**src/rtl/mau_pkg.sv**
```systemverilog
// Shared encodings for the MEM-stage memory access unit: access sizes and FSM states.
package mau_pkg;

  localparam logic [1:0] SZ_BYTE = 2'b00;
  localparam logic [1:0] SZ_HALF = 2'b01;
  localparam logic [1:0] SZ_WORD = 2'b10;
  localparam logic [1:0] SZ_ILL  = 2'b11;

  typedef enum logic {
    IDLE   = 1'b0,
    RMW_WR = 1'b1
  } mau_state_t;

endpackage

```
**src/rtl/mau_lane_unit.sv**
```systemverilog
// Combinational lane logic: load extract/extend and sub-word store merge, little-endian lanes.
module mau_lane_unit
  import mau_pkg::*;
(
  input  logic [1:0]  lane,
  input  logic [1:0]  size,
  input  logic        isUnsigned,
  input  logic [31:0] rdWord,
  input  logic [31:0] wrData,
  output logic [31:0] loadData,
  output logic [31:0] mergedWord
);

  logic [4:0]  byteOfs;
  logic [4:0]  halfOfs;
  logic [7:0]  byteVal;
  logic [15:0] halfVal;

  assign byteOfs = {lane, 3'b000};
  assign halfOfs = {lane[1], 4'b0000};
  assign byteVal = rdWord[byteOfs +: 8];
  assign halfVal = rdWord[halfOfs +: 16];

  // NOTE: every output of an always_comb gets a default before the case, so no path can infer a latch.
  always_comb begin
    loadData   = rdWord;
    mergedWord = wrData;
    case (size)
      SZ_BYTE: begin
        loadData                  = {{24{~isUnsigned & byteVal[7]}}, byteVal};
        mergedWord                = rdWord;
        mergedWord[byteOfs +: 8]  = wrData[7:0];
      end
      SZ_HALF: begin
        loadData                  = {{16{~isUnsigned & halfVal[15]}}, halfVal};
        mergedWord                = rdWord;
        mergedWord[halfOfs +: 16] = wrData[15:0];
      end
      default: ;
    endcase
  end

endmodule

```
**src/rtl/mem_access_unit.sv**
```systemverilog
// MEM-stage initiator for the word-organised data memory; sub-word stores use a two-cycle RMW.
// Build option: define MAU_ALIGN_TRAP_EN to error misaligned accesses instead of force-aligning them.
module mem_access_unit
  import mau_pkg::*;
#(
  parameter int ADDR_W = 10
) (
  input  logic              clk,
  input  logic              rst_n,
  input  logic              req_valid,
  output logic              req_ready,
  input  logic              req_is_load,
  input  logic              req_is_store,
  input  logic [1:0]        req_size,
  input  logic              req_unsigned,
  input  logic [31:0]       req_addr,
  input  logic [31:0]       req_wdata,
  output logic              resp_valid,
  output logic [31:0]       resp_rdata,
  output logic              resp_error,
  output logic              mem_wr_en,
  output logic [ADDR_W-1:0] mem_wr_addr,
  output logic [31:0]       mem_wr_data,
  output logic              mem_rd_en,
  output logic [ADDR_W-1:0] mem_rd_addr,
  input  logic [31:0]       mem_rd_data
);

  mau_state_t        state;
  logic [31:0]       bufWord;
  logic [ADDR_W-1:0] bufAddr;

  logic [ADDR_W-1:0] wordAddr;
  logic              isIllegal;
  logic              isMisaligned;
  logic              reqError;
  logic [1:0]        lane;
  logic              isSubStore;
  logic              accept;
  logic [31:0]       loadData;
  logic [31:0]       mergedWord;
  logic              unusedAddrBits;

  // Upper byte-address bits are dropped so addresses wrap within the memory.
  assign wordAddr       = req_addr[ADDR_W+1:2];
  assign unusedAddrBits = ^req_addr[31:ADDR_W+2];

  assign isIllegal    = (req_size == SZ_ILL) || (req_is_load && req_is_store);
  assign isMisaligned = ((req_size == SZ_HALF) && req_addr[0]) ||
                        ((req_size == SZ_WORD) && (req_addr[1:0] != 2'b00));

`ifdef MAU_ALIGN_TRAP_EN
  assign reqError = isIllegal || isMisaligned;
  assign lane     = req_addr[1:0];
`else
  assign reqError = isIllegal;
  assign lane     = (req_size == SZ_WORD) ? 2'b00 :
                    (req_size == SZ_HALF) ? {req_addr[1], 1'b0} : req_addr[1:0];
`endif

  assign accept     = req_valid && (state == IDLE) && !reqError;
  assign isSubStore = req_is_store && !req_is_load && (req_size != SZ_WORD);

  mau_lane_unit u_lane (
    .lane       (lane),
    .size       (req_size),
    .isUnsigned (req_unsigned),
    .rdWord     (mem_rd_data),
    .wrData     (req_wdata),
    .loadData   (loadData),
    .mergedWord (mergedWord)
  );

  assign req_ready = (state == IDLE);

  // Enables are gated by rst_n so a reset in RMW_WR aborts the pending write immediately.
  assign mem_rd_en   = rst_n && accept && (req_is_load || isSubStore);
  assign mem_wr_en   = rst_n && ((state == RMW_WR) ||
                                 (accept && req_is_store && !isSubStore));
  assign mem_rd_addr = wordAddr;
  assign mem_wr_addr = (state == RMW_WR) ? bufAddr : wordAddr;
  assign mem_wr_data = (state == RMW_WR) ? bufWord : req_wdata;

  // NOTE: sequential state uses non-blocking assignments so all registers update from pre-edge values.
  always_ff @(posedge clk or negedge rst_n) begin
    if (!rst_n) begin
      state      <= IDLE;
      resp_valid <= 1'b0;
      resp_error <= 1'b0;
      resp_rdata <= '0;
      bufWord    <= '0;
      bufAddr    <= '0;
    end else begin
      resp_valid <= 1'b0;
      resp_error <= 1'b0;
      resp_rdata <= '0;
      case (state)
        IDLE: begin
          if (req_valid) begin
            if (reqError) begin
              resp_valid <= 1'b1;
              resp_error <= 1'b1;
            end else if (isSubStore) begin
              state   <= RMW_WR;
              bufWord <= mergedWord;
              bufAddr <= wordAddr;
            end else begin
              resp_valid <= 1'b1;
              if (req_is_load) resp_rdata <= loadData;
            end
          end
        end
        RMW_WR: begin
          state      <= IDLE;
          resp_valid <= 1'b1;
        end
        default: state <= IDLE;
      endcase
    end
  end

endmodule

```
**config.mk**
```make
export PLATFORM = sky130hd
export DESIGN_NAME = mem_access_unit
export DESIGN_NICKNAME = d
export VERILOG_FILES = /design/src/rtl/mau_pkg.sv /design/src/rtl/mau_lane_unit.sv /design/src/rtl/mem_access_unit.sv
export SDC_FILE = /design/constraint.sdc
export NUM_CORES = 1
export LEC_CHECK = 0
export BUFFER_PORTS_ARGS = -buffer_cell sky130_fd_sc_hd__buf_2
export CORE_UTILIZATION = 35
export CTS_BUF_LIST = sky130_fd_sc_hd__clkbuf_8
export CTS_CLUSTER_SIZE = 10
export DETAILED_ROUTE_END_ITERATION = 12
export PLACE_DENSITY_LB_ADDON = 0.25
export SLEW_MARGIN = 20
export SYNTH_ARGS = -nofsm -noshare
export SYNTH_HDL_FRONTEND = slang
export SYNTH_SLANG_ARGS = --single-unit
```
**constraint.sdc**
```tcl
create_clock -name clk -period 3.43 [get_ports clk]
set_clock_uncertainty 0.15 [all_clocks]
set_input_delay 0.343 -clock clk [delete_from_list [all_inputs] [get_ports clk]]
set_output_delay 0.343 -clock clk [all_outputs]
set_load 0.02 [all_outputs]
```
# Word-level counts from Yosys, hierarchy flattened
# Cells that the tools add are included.
[totals] regBits=77 in_bits=104 output_inout_bits=89
[op_classes] n_addsub=2 n_eq_ne=4 shifts=6 mux=24 n_bitwise=5 reduce_logical=18
[op_table] op="32-bit two-way mux" n=6
[op_table] op="32-bit one-hot mux with 2 select lines" n=2
[op_table] op="32-bit bitwise mux" n=2
[op_table] op="16-bit by 7-bit variable shift with 32-bit output, first input constant" n=1
[op_table] op="8-bit by 7-bit variable shift with 32-bit output, first input constant" n=1
[op_table] op="16-bit by 7-bit indexed part select with 32-bit output" n=1
[op_table] op="32-bit by 6-bit indexed part select with 16-bit output" n=1
[op_table] op="32-bit by 6-bit indexed part select with 8-bit output" n=1
[op_table] op="8-bit by 7-bit indexed part select with 32-bit output" n=1
[op_table] op="5-bit negation with 7-bit output" n=2
[op_table] op="1-bit logical AND" n=10
[op_table] op="1-bit two-way mux" n=10
[op_table] op="10-bit two-way mux" n=1
[op_table] op="2-bit equality test, second input constant" n=2
[op_table] op="1-bit one-hot mux with 2 select lines" n=2
[op_table] op="4-bit AND reduction" n=1
[op_table] op="1-bit logical NOT" n=3
[op_table] op="1-bit logical OR" n=3
[op_table] op="1-bit inverter" n=3
[op_table] op="1-bit AND" n=2
[op_table] op="2-bit by 1-bit equality test with 1-bit output, second input constant" n=1
[op_table] op="2-bit logical NOT" n=1
[op_table] op="2-bit two-way mux" n=1
[op_table] op="2-bit != test, second input constant" n=1

# Logic depth before layout (Yosys ltp)
# Gate-level depths: netlist (run 1).
[depth] word_depth=11 mapped_depth=10 ltp_nobuf=7

# Hierarchy
# From an unflattened synthesis (run 1), not the netlist that was laid out.
[unflattened] cells_unflattened=505 area_unflattened_um2=5207.5
[by_module_without_submodules] module="mem_access_unit" instances=1 cells_per_inst=236 area_per_inst_um2=3517.1 seq_area_each_um2=1926.8
[by_module_without_submodules] module="mau_lane_unit" instances=1 cells_per_inst=269 area_per_inst_um2=1690.4 seq_area_each_um2=0.0

# Least setup slack after synthesis (run 1)
# OpenSTA, ideal clock, no wires.
[synth_timing] path_kind="input port to flip-flop" start="input port req_size[0]" end="register bufWord[16]" setup_ps=134 arrival_time_ps=2414 t_required_ps=3146 slack_ps=732 stages=10 path_buffers=4 path_cell_list="buf_6 > clkbuf_1 > clkbuf_1 > o21ai_0 > ha_1 > nor2b_1 > and4_1 > clkbuf_2 > a222oi_1 > o21ai_0"
[synth_between] elab_chain_len=7
[synth_lines] element="from (decl)" line="mem_access_unit.sv:14" rtl="input logic [1:0] req_size,"
[synth_lines] element="2-bit by 1-bit equality test with 1-bit output" line="mau_lane_unit.sv:28, mem_access_unit.sv:58"
[synth_lines] element="1-bit two-way mux" line="mem_access_unit.sv:58" rtl="(req_size == SZ_HALF) ? {req_addr[1], 1'b0} : req_addr[1:0];"
[synth_lines] element="2-bit two-way mux" line="mem_access_unit.sv:57" rtl="assign lane = (req_size == SZ_WORD) ? 2'b00 :"
[synth_lines] element="5-bit negation with 7-bit output" line="mau_lane_unit.sv:32" rtl="mergedWord[byteOfs +: 8] = wrData[7:0];"
[synth_lines] element="8-bit by 7-bit indexed part select with 32-bit output / 8-bit by 7-bit variable shift with 32-bit output (equally long branches)" line="mau_lane_unit.sv:32"
[synth_lines] element="32-bit bitwise mux" line="mau_lane_unit.sv:32"
[synth_lines] element="32-bit one-hot mux with 2 select lines" line="mau_lane_unit.sv:28" rtl="case (size)"
[synth_lines] element="to (signal assigned)" line="mem_access_unit.sv:105" rtl="bufWord <= mergedWord;"
[synth_lines] element="to (decl)" line="mem_access_unit.sv:30" rtl="logic [31:0] bufWord;"
# Several ways; a longest one is shown, not always the timed one.
# A chain may end at the register's enable or synchronous reset.

# Worst setup path after layout (run 1)
[layout_timing] start="input port req_size[0]" end="register bufWord[18]"
# Same word-level chain as after synthesis.

==> results.md, run 1 <==
- H-tree depth: 3
- Deepest clock path buffer count: 2
- Adder-Cell Fraction of Synth Area: 0.789%
- Compound-gate portion of the synthesized area: 17.0%
- Max FO, Critical Path: 21
- GPL Wtd Cong: 0.855
- Setup TNS: 0 ns
- Layout cells sized above 1: 42.1%
- Core Area: 13,200 sq um
- Critical Path AT: 2.69 ns
- DR vias/cell: 5.40
- Setup ws final: 0.883 ns
- Critical R2R Launch: state
- Via total after detailed routing: 4,390
- ANT cells: 0
- Xor/xnor share of the synthesized area: 0.184%
- Crit Path Category: input pin to flop
- Final hold viol count: 0
- Largest net degree at the start of global routing: 75
- Initial antenna violation count: 1
- Starting DRT DRC Count: 420
- Syn nets: 593
- Actual slew at the worst max-slew pin: 1.02 ns
- PortBufs: 172
- Hold path depth: 3
- Async S/R FF share, synth: 100%
- First-pass GRT wire length: 22,900 microns
- Clk sink count: 77
- DR WL/cell: 18.0 microns
- Post-DP HPWL: 10,800 microns
- Post-Synth Simple-Gate Area: 16.5%
- Worst rel slew slack: 32.1%
- Seq/Total Area, Yosys: 40.5%
- FP Rows: 42
- Post-Syn Area: 4760 sq um
- Clock Latency Late Sink: 0.37 ns
- RR Endpoint: bufWord[30]
- Residual DRC count: 0
- DRT Pass-1 Iters: 7
- Die height: 119 microns
- Layout Utilization: 44.3%
- Type of the most critical hold path: input pin to flop
- CTS tree: built
- Cts bufs inserted: 9
- Synthesized instance count: 486
- Final WL: 14,600 microns
- Cell Pwr Density: 400 nW/um^2
- Avg Inst Size Synth: 9.79 sq um
- GRT Resource Usage Total: 21.3%
- Synthesized flop and latch total: 77
- Final Cycle Share: 74.3%
- # nets final: 739
- Mux share of post-synthesis cell area: 19.0%
- Setup crit end kind: flop
- Largest family of logic cells by synthesized area: multiplexers
- EDFF count, synth: 0
- Pre-CTS WS: 0.478 ns
- Area Growth Syn to Fin: 23.2%
- Vias in the first global route: 4,145
- Ys Warns: 0
- Critical Path Source Type: input pin
- Main synth FF type: dfrtp_1
- Remaining Overflow, GRT: 0
- Die ar.: 14,100 sq um
- FF-to-FF setup slack: 0.90 ns
- Minimum hold slack: 0.0316 ns
- Fin crit period: 2.55 ns
- Yosys cell types: 49
- Max-cap violations: 0
- Unrepaired setup endpoints after global routing: no
- WP data required: 3.57 ns
- Status: completed
- P_leak: 3.02 nW
- Post-route ant nets: 0
- Die Wd: 119 microns
- Root Driver: clkbuf_8
- Peak Freq: 393 MHz
- Io pins: 193
- Setup Viol. Count Final: 0
- Hold path startpoint: req_addr[9]
- Initial Util: 35.9%
- Clk slew on worst S/H paths: 0.08 ns
- Max IR drop VDD: 0.175 mV
- Hold Crit Endpoint: bufAddr[7]
- R2R cell count: 5
- Max Transition Viols Final: 0
logic make-up (layout without fill, tap and decap cells):
group / after synthesis / count (layout)
muxes: 83 / 83
buffers and inverters: 54 / 205
AOI/OAI and AO/OA: 100 / 100
xor gates and xnor gates: 1 / 1
and+or+nand+nor: 168 / 168
adders and majority gates: 3 / 3
DFF: 77 / 77
cell type report:
cell class	instances	area [sq um]
clock buffer	10	138
clock inverter	6	62.6
fill	1304	7380
inverter	7	26.3
multi-input combinational	355	2550
sequential	77	1930
tap	176	220
timing repair buffer	182	941
critical path, cell delays in order:
cell	delay (ns)
buf_2	0.16
buf_4	0.27
nor2_1	0.08
o21ai_0	0.34
ha_1	0.24
nor2b_1	0.46
and4_1	0.47
a222oi_1	0.14
o21ai_0	0.18
synth_stat cells (all sizes together) (3+ instances only):
cell type	number	area share (%)
and2	18	2.4
nor2	13	1.0
mux2i	25	5.3
o221ai	16	2.9
o311a	7	1.5
o221a	7	1.7
a22oi	9	1.4
buf	30	4.2
ha	3	0.79
o211ai	8	1.6
a31oi	7	0.92
dfrtp	77	40
nand2b	10	1.5
clkbuf	17	1.4
a222oi	8	1.7
a22o	9	1.7
nand2	100	7.9
o21ai	19	2.0
mux2	58	14
nor2b	4	0.53
nand3	12	1.3
inv	6	0.47
a21oi	3	0.32
where the power goes:
part           internal, mW  total (mW)  switching [mW]
sequential             1.01        1.08          0.0698
clock                 0.353       0.712           0.359
combinational         0.226       0.550           0.325
total                  1.59        2.34           0.754
cell usage in the layout, fill, tap and decap left out, drive strengths merged, types with 6 or more instances in the layout:
master,instances
nand2,100
nand2b,10
mux2i,25
mux2,58
a31oi,7
o221a,7
and2,18
o221ai,16
nor2,13
o21ai,19
o211ai,8
buf,181
nand3,12
a22oi,9
dfrtp,77
clkbuf,10
a222oi,8
inv,6
a22o,9
o311a,7
metrics by stage:
step	cell area [sq um]	instances	total power, mW
after global routing	5860	813	2.46
final	5860	813	2.34
after detailed placement	5650	796	1.65
after global placement	5650	796	1.63
after CTS	5860	813	2.36
after floorplan	4760	486	1.42
repair_timing:
item                                   4_1_cts  5_1_grt
gates resized for setup                      0        0
endpoints found under the hold margin       31        0
setup endpoints to repair                    0        0
setup buffers                                0        0
hold buffers                                 1        0
metal layers:
metal,global-route usage [%],routed length (microns)
met1,28.5,6560
met2,33.0,6720
met4,7.36,308
met3,5.60,1010
met5,0,13
worst max-delay path by stage:
stage                           start     endpoint  slack, ns  cells past startpoint
after floorplan           req_size[0]  bufWord[16]       0.73                     10
after global placement    req_size[0]  bufWord[16]       0.63                      9
after detailed placement  req_size[0]  bufWord[19]       0.48                      9
after CTS                       state  bufWord[30]       0.86                      5
after global routing      req_size[0]  bufWord[18]       0.63                      9
final                     req_size[0]  bufWord[18]       0.88                      9
flip-flops by register name, summed over array words and instances, names as in the netlist:
signal,cells
resp_rdata,32
resp_error,1
resp_valid,1
state,1
bufAddr,10
bufWord,32
(Power assumes the default switching activity.)
==> inputs of run 2 (changes only) <==
--- a/config.mk
+++ b/config.mk
@@ -5,6 +5,7 @@
 export SDC_FILE = /design/constraint.sdc
 export NUM_CORES = 1
 export LEC_CHECK = 0
+export ABC_AREA = 1
 export BUFFER_PORTS_ARGS = -buffer_cell sky130_fd_sc_hd__buf_2
 export CORE_UTILIZATION = 35
 export CTS_BUF_LIST = sky130_fd_sc_hd__clkbuf_8
==> constraint.sdc (replaced) <==
create_clock -name clk -period 2.2 [get_ports clk]
set_clock_uncertainty 0.15 [all_clocks]
set_input_delay 0.22 -clock clk [delete_from_list [all_inputs] [get_ports clk]]
set_output_delay 0.22 -clock clk [all_outputs]
set_load 0.02 [all_outputs]
==> results.md, run 2 <==
- Ys Warns: 0
- Worst setup startpoint: state
- DR vias/cell: 5.12
- Crit Path Category: flop to primary output
- Final hold viol count: 0
- Critical R2R Launch: state
- Via total after detailed routing: 5,735
- Synth area leader: dfrtp_1
- Most frequent cells in the layout: buf_2 (171), nand2_1 (150), o21ai_0 (145)
- Deepest clock path buffer count: 2
- Avg Inst Size Synth: 6.82 sq um
- Fillers: 1,530
- DR WL/cell: 15.9 microns
- Critical path cell sequence: buf_12, o21ai_0, buf_2
- Setup crit end kind: primary output
- Met1 wire length: 8040 microns
- Main synth FF type: dfrtp_1
- Synthesized instance count: 765
- Worst path top cell family by delay: flip-flops
- GPL Wtd Cong: 0.886
- GRT Resource Usage Total: 23.6%
- Metal2 WL: 8000 microns
- FP Rows: 44
- Post-Syn Area: 5220 sq um
- Unrepaired setup endpoints after global routing: no
- Top Metal Used: met4
- Post-DP HPWL: 13,000 microns
- Synthesized flop and latch total: 77
- Setup ws final: 0.157 ns
- WP data required: 1.83 ns
- Clk sink count: 77
- Biggest regs: bufWord: 32 flops, resp_rdata: 32 flops, bufAddr: 10 flops
- Final Cycle Share: 92.9%
- ANT cells: 0
- Starting DRT DRC Count: 308
- # Post-CTS Setup Buffers: 0
- Seq/Total Area, Yosys: 36.9%
- Post-synth top area share: 36.9%
- Setup TNS: 0 ns
- EDFF count, synth: 0
- Crit-path slowest cell: dfrtp_2
- Setup Viol. Count Final: 0
- DRT Pass-1 Iters: 5
- Initial Util: 35.9%
- PortBufs: 172
- Largest net degree at the start of global routing: 79
- Met3 wire len: 1430 microns
- Max Transition Viols Final: 0
- Peak Freq: 489 MHz
- # nets final: 1,041
- Async S/R FF share, synth: 100%
- Cell Pwr Density: 594 nW/um^2
- Die height: 124 microns
- Top cells by area, synth: dfrtp_1 (37%), o21ai_0 (14%), nand2_1 (11%)
- Cts bufs inserted: 9
- Critical Path AT: 1.67 ns
- Critical Path Source Type: flop
- CTS tree: built
- Max-cap violations: 0
- Io pins: 193
- Pre-CTS WS: 0.115 ns
- Hold path startpoint: mem_rd_data[21]
- Post-synth top cells: nand2_1 (150), o21ai_0 (145), a21oi_1 (78), dfrtp_1 (77), inv_1 (72)
- Clock Latency Late Sink: 0.37 ns
- Die ar.: 15,400 sq um
- Area Growth Syn to Fin: 27.7%
- Die Wd: 124 microns
- Vias in the first global route: 4,981
- P_leak: 3.36 nW
- Count leader, synth: nand2_1
- Residual DRC count: 0
- Layout cells sized above 1: 27.6%
- Status: completed
- Actual slew at the worst max-slew pin: 0.560 ns
- Post-route ant nets: 0
- Remaining Overflow, GRT: 0
- Syn nets: 872
- Worst rel slew slack: 62.7%
- Max IR drop VDD: 0.304 mV
- Type of the most critical hold path: input pin to flop
- First-pass GRT wire length: 27,000 microns
- Max FO, Critical Path: 78
- H-tree depth: 3
- Fin crit period: 2.04 ns
- Initial antenna violation count: 0
- Post-CTS Resized: 0
- Final WL: 17,900 microns
- Commonest non-fill, non-tap cell in the layout: buf_2
- Core Area: 14,500 sq um
- Root Driver: clkbuf_8
- Clk slew on worst S/H paths: 0.08 ns
- Yosys cell types: 28
- Worst path bufs/invs: 2
- Minimum hold slack: 0.0136 ns
- Pwr Total: 3.96 mW
- Slowest stage delay, CP: 0.43 ns
==> run 2: cell types whose count changed in the layout (fill, tap and decap cells not counted), moves of 22 or more <==
cell / before / now
a21oi_1: 3 / 78
buf_4: 10 / 32
inv_1: 6 / 74
mux2_2: 58 / 0
mux2i_1: 25 / 0
nand2_1: 100 / 150
nor2_1: 13 / 68
o21ai_0: 17 / 145
==> run 2: power by group <==
part / internal, mW / leakage, nW / switching, mW
combinational: 0.424 / 2.29 / 0.719
sequential: 1.64 / 0.968 / 0.114
clock: 0.533 / 0.101 / 0.532
==> run 2: cell families after synthesis <==
family                     share of synthesized area, %
AOI/OAI and AO/OA                                  29.4
DFF                                                36.9
adders and majority gates                         0.719
and+or+nand+nor                                    21.0
buffers and inverters                              12.0
==> run 2: worst reg2reg max path: cells and delay by family (launching register included) <==
kind            cells  cell delay (ns)
flops               1             0.43
compound gates      2             0.31
simple gates        3             0.42
buf+inv             1             0.19
==> run 2: cell type report <==
type                       instances  area [sq um]  area share (%)
multi-input combinational        543          2670            40.1
sequential                        77          1930            28.9
timing repair buffer             223          1360            20.3
inverter                          80           300            4.51
tap                              184           230            3.45
clock buffer                      10           138            2.06
clock inverter                     4          42.5           0.638
==> run 2: worst paths after layout <==
kind                       slack [ns]  depth (start not counted)        endpoint
max                              0.16                          3  mem_wr_data[7]
min                              0.01                          3  resp_rdata[21]
max reg2reg                      0.61                          6   resp_rdata[7]
min reg2reg                      0.34                          2      bufAddr[4]
max in group asynchronous        1.23                          3  resp_rdata[14]
min in group asynchronous        0.28                          3  resp_rdata[27]
==> run 2: metrics by stage <==
step	cells	util, %	cell area, sq um
after floorplan	765	-	5230
after global placement	1093	43.7	6340
after CTS	1121	45.9	6670
final	1121	45.9	6670
after detailed placement	1093	43.7	6340
after global routing	1121	45.9	6670
==> run 2: what timing repair did <==
item / CTS / global route
hold buffers: 14 / 0
endpoints found under the setup margin: 0 / 0
hold endpoints to repair: 91 / 0
==> run 2: routing by layer <==
metal | GRT usage [%] | vias up
met2 | 36.3 | 236
met1 | 32.9 | 2616
li1 | - | 2861
met3 | 4.62 | 22
met4 | 7.66 | 0
met5 | 0 | -
